File: src/rtl/door_dwell_timer.sv
// Door-dwell timer: times the open-door dwell with a prescaled step counter,
// restarts on door re-open (hold), enters nudge mode once re-opens run out,
// and supports early close and abort from the main elevator FSM.
module door_dwell_timer #(
    parameter int unsigned CNT_W         = 8,
    parameter int unsigned DEFAULT_DWELL = 5,
    parameter int unsigned PRESCALE      = 1,
    parameter int unsigned MAX_REOPEN    = 2
) (
    input  logic             clk,
    input  logic             rst,
    input  logic             start,
    input  logic [CNT_W-1:0] dwell_len,
    input  logic             hold,
    input  logic             close_req,
    input  logic             abort,
    output logic             busy,
    output logic             wait_complete,
    output logic [CNT_W-1:0] count,
    output logic             nudge,
    output logic [1:0]       state
);

    localparam int unsigned PS_W = (PRESCALE > 1) ? $clog2(PRESCALE) : 1;
    localparam int unsigned RO_W = (MAX_REOPEN > 0) ? $clog2(MAX_REOPEN + 1) : 1;

    typedef enum logic [1:0] {
        IDLE  = 2'd0,
        DWELL = 2'd1,
        HOLD  = 2'd2
    } state_t;

    state_t           st;
    logic [PS_W-1:0]  ps;
    logic [RO_W-1:0]  reopen;
    logic [CNT_W-1:0] target;
    logic             tick_c;
    logic             last_c;
    logic             can_reopen_c;

    // Step strobe, final-step detect and remaining re-open budget
    assign tick_c       = (ps == PS_W'(PRESCALE - 1));
    assign last_c       = (count == target - CNT_W'(1));
    assign can_reopen_c = (reopen < RO_W'(MAX_REOPEN));

    assign state = st;

    // Dwell FSM with prescaler, step counter and re-open bookkeeping
    always_ff @(posedge clk or negedge rst) begin
        if (!rst) begin
            st            <= IDLE;
            busy          <= 1'b0;
            wait_complete <= 1'b0;
            count         <= '0;
            nudge         <= 1'b0;
            ps            <= '0;
            reopen        <= '0;
            target        <= '0;
        end else begin
            wait_complete <= 1'b0;
            case (st)
                IDLE: begin
                    if (start) begin
                        st     <= DWELL;
                        busy   <= 1'b1;
                        target <= (dwell_len == '0) ? CNT_W'(DEFAULT_DWELL) : dwell_len;
                        count  <= '0;
                        ps     <= '0;
                        reopen <= '0;
                        nudge  <= 1'b0;
                    end
                end
                DWELL: begin
                    if (abort) begin
                        st     <= IDLE;
                        busy   <= 1'b0;
                        count  <= '0;
                        ps     <= '0;
                        reopen <= '0;
                        nudge  <= 1'b0;
                    end else if (hold && can_reopen_c) begin
                        st     <= HOLD;
                        count  <= '0;
                        ps     <= '0;
                        reopen <= reopen + RO_W'(1);
                    end else begin
                        // Exhausted re-opens: hold no longer restarts, flag nudge
                        if (hold) begin
                            nudge <= 1'b1;
                        end
                        if (close_req || (tick_c && last_c)) begin
                            wait_complete <= 1'b1;
                            st            <= IDLE;
                            busy          <= 1'b0;
                            count         <= '0;
                            ps            <= '0;
                            reopen        <= '0;
                            nudge         <= 1'b0;
                        end else if (tick_c) begin
                            ps    <= '0;
                            count <= count + CNT_W'(1);
                        end else begin
                            ps <= ps + PS_W'(1);
                        end
                    end
                end
                HOLD: begin
                    count <= '0;
                    ps    <= '0;
                    if (abort) begin
                        st     <= IDLE;
                        busy   <= 1'b0;
                        reopen <= '0;
                        nudge  <= 1'b0;
                    end else if (!hold) begin
                        st <= DWELL;
                    end
                end
                default: begin
                    st     <= IDLE;
                    busy   <= 1'b0;
                    count  <= '0;
                    ps     <= '0;
                    reopen <= '0;
                    nudge  <= 1'b0;
                end
            endcase
        end
    end

endmodule

File: config.mk
export PLATFORM = sky130hd
export DESIGN_NAME = door_dwell_timer
export DESIGN_NICKNAME = d
export VERILOG_FILES = /design/src/rtl/door_dwell_timer.sv
export SDC_FILE = /design/constraint.sdc
export NUM_CORES = 1
export LEC_CHECK = 0
export BUFFER_PORTS_ARGS = -buffer_cell sky130_fd_sc_hd__buf_4
export CORE_MARGIN = 2
export CORE_UTILIZATION = 40
export CTS_BUF_LIST = sky130_fd_sc_hd__clkbuf_2 sky130_fd_sc_hd__clkbuf_4 sky130_fd_sc_hd__clkbuf_8
export CTS_CLUSTER_SIZE = 8
export DETAILED_ROUTE_END_ITERATION = 10
export PLACE_DENSITY = 0.67
export SYNTH_ARGS = -nofsm -noshare
export SYNTH_HDL_FRONTEND = slang
export SYNTH_SLANG_ARGS = --single-unit
File: constraint.sdc
create_clock -name clk -period 3 [get_ports clk]
set_clock_uncertainty 0.15 [all_clocks]
set_input_delay 0.6 -clock clk [delete_from_list [all_inputs] [get_ports clk]]
set_output_delay 0.6 -clock clk [all_outputs]
set_load 0.005 [all_outputs]
==> flow_metrics.py <==
metrics = {
    "run_status": {
        "status": "complete, no violations",
    },
    "synth": {
        "ys.flop_type": "dfrtp_1",
        "syn_inst": 136,
        "ys_warn_count": 0,
        "seq_area_frac_synth_pct": 41.74,
        "synth_area_mm2": 0.001379,
        "yosys.area.top_type": "dfrtp_1",
        "synth_async_sr_flop_share_pct": 100.0,
        "synth_top_area_share_pct": 41.74,
        "synth_nets": 152,
        "netlist_top_cells_area": "dfrtp_1 (42%), mux2_2 (4.1%), nor2_1 (3.3%)",
        "yosys.cell_types.count": 55,
        "syn_avg_cell_area_um2": 10.14,
        "ys_seq_elements": 23,
        "synth_edf_count": 0,
    },
    "power_and_ir_drop": {
        "power.density_mw_per_mm2": 466.8,
        "power.total_uw": 763.4,
        "ir_drop_v": 0.0002226,
        "p_leak_uw": 0.0007078,
    },
    "critical_path": {
        "arrival_ns": 2.54,
        "crit_path_start_kind": "flop",
        "cpMaxStageDelayCell": "dfrtp_1",
        "crit_buf_inv": 1,
        "worstPathCellList": "inv_1, ha_1, or3b_1, nor4_1, o2111ai_1, a211oi_2, a2111oi_1, a211o_1",
        "critPathMaxFanout": 5,
        "endpoint_kind": "flop",
        "critPathRequiredTime_ns": 3.06,
        "crit_family": "compound AO/OA/AOI/OAI gates",
        "max_stage_delay_ns": 0.45,
        "path_class": "flop to flop",
    },
    "cts": {
        "cts_setup_buffers": 0,
        "hold_buffers": 0,
        "cts.reportedPaths.clkPinSlew_ns": 0.13,
        "cts_resized": 0,
        "clock-sinks": 23,
        "clock_latency_ns": 0.31,
        "cts_made_buffers": 3,
        "cts-root-buf": "clkbuf_4",
        "htree_levels": 1,
        "cts_tree": "yes",
        "clockBufferDepth": 2,
    },
    "detailed_routing": {
        "antenna_left": 0,
        "wl_um": 2951,
        "drt-pass1-iter-count": 4,
        "drcViolationCount": 0,
        "num_vias": 1123,
        "wl_per_cell_um": 14.19,
        "drt-initial-drc-count": 56,
        "via_per_inst": 5.399,
    },
    "die": {
        "rows": 21,
        "core-area_mm2": 0.003311,
        "dieArea_mm2": 0.003933,
        "die_x_um": 62.71,
        "die-height_um": 62.71,
        "ioPinCount": 27,
        "start_util_pct": 41.65,
    },
    "timing": {
        "tns_ns": 0,
        "drv_slew": 0,
        "rsz0062_at_grt": "no",
        "fmax_mhz": 403.5,
        "tightestPinTransition_ns": 0.7027,
        "setup-violations-final": 0,
        "slew_headroom_pct": 53.06,
        "fin_crit_ns": 2.478,
        "final.period_utilization_pct": 82.61,
        "hold_viol": 0,
    },
    "placement": {
        "port_buffers": 26,
        "gp_congestion": 0.7738,
        "dpl.hpwl_um": 2264,
    },
    "global_routing": {
        "grt_pass1_vias": 1204,
        "antenna_found_initial": 0,
        "track_usage_pct": 16.53,
        "grt-ovfl-total": 0,
        "grt_first_pass_wirelength_um": 5257,
        "grt_max_degree": 24,
    },
    "run": {
        "drv_cap": 0,
    },
    "hold_path": {
        "hp-class": "input pin to async pin",
    },
    "finish": {
        "drive_above_1_share_pct": 28.40,
        "fin_nets": 179,
        "area_growth_pct": 18.60,
        "antenna_cells": 0,
    },
}
==> where the power goes <==
part           internal (uW)  total, uW  switching, uW
Clock                   60.9        155           94.3
Combinational            107        201           94.7
Sequential               350        407           56.5
==> sequential cells by signal, summed over array words and instances (netlist names) <==
name,count
wait_complete,1
reopen,2
nudge,1
target,8
state,2
count,8
busy,1
==> stage by stage <==
step | hold WS [ns] | util, % | setup slack, ns | cells | instance area, um2
floorplan | 0.1544 | - | 0.7180 | 136 | 1379
global placement | 0.3184 | 48.49 | 0.6048 | 204 | 1605
detailed placement | 0.3116 | 48.49 | 0.5251 | 204 | 1605
CTS | 0.008863 | 49.40 | 0.5128 | 208 | 1635
global route | 0.005320 | 49.40 | 0.3387 | 208 | 1635
finish | 0.01169 | 49.40 | 0.5216 | 208 | 1635
==> layout by cell type (no fill, tap or decap), types with 2 or more instances in the layout <==
cell type,count
buf_4,26
dfrtp_1,23
nor2_1,12
nand2_1,10
a21oi_1,7
xnor2_1,5
xor2_1,5
mux2_2,5
o21ai_0,5
inv_1,4
nor3_1,4
clkbuf_4,4
nor4_1,3
nand2b_1,3
and2_1,2
nor3b_1,2
or3_1,2
nand3_1,2
a31o_1,2
ha_1,2
==> metal layers <==
| metal | routed length, um | vias to the layer above | part of all wire [%] | global-route usage [%] |
|---|---|---|---|---|
| li1 | - | 563 | - | - |
| met1 | 1327 | 537 | 45 | 19.66 |
| met2 | 1506 | 21 | 51 | 29.57 |
| met3 | 98 | 2 | 3.3 | 3.063 |
| met4 | 18 | 0 | 0.61 | 6.111 |
| met5 | 0 | - | 0 | 0 |
==> area by class of cell <==
class                           count  area (um2)
Fill cell                         321        1675
Multi-Input combinational cell    105       762.0
Sequential cell                    23       575.6
Timing Repair Buffer               26       195.2
Tap cell                           46       57.56
Clock buffer                        4       30.03
Inverter                            4       15.01
==> synthesized netlist by cell type, types with 3 or more instances <==
cell / instances
mux2_2: 5
xnor2_1: 5
nand2b_1: 3
xor2_1: 5
nand2_1: 10
nor4_1: 3
dfrtp_1: 23
nor3_1: 4
a21oi_1: 7
inv_1: 4
o21ai_0: 5
nor2_1: 12
==> logic make-up (layout without fill, tap and decap cells) <==
logic type,Yosys count,count (layout),share of synthesized area (%)
mux,6,6,4.809
compound gates,33,33,18.06
buf+inv,8,34,2.995
fa+ha+maj,2,2,1.815
flops,23,23,41.74
xor+xnor,10,10,6.352
simple gates,54,54,24.23
==> path summary, 6_finish.rpt <==
kind | cells after the start | slack, ns | start | to
min reg2reg | 1 | 0.33 | reopen[0]$_DFFE_PN0P_ | reopen[0]$_DFFE_PN0P_
max reg2reg | 8 | 0.52 | target[0]$_DFFE_PN0P_ | nudge$_DFFE_PN0P_
max | 8 | 0.52 | target[0]$_DFFE_PN0P_ | nudge$_DFFE_PN0P_
min in group clk | 2 | 0.31 | abort | state[1]$_DFFE_PN0P_
max in group asynchronous | 1 | 2.45 | rst | count[0]$_DFFE_PN0P_
min | 1 | 0.01 | rst | nudge$_DFFE_PN0P_
Power figures use the tool's default switching activity.
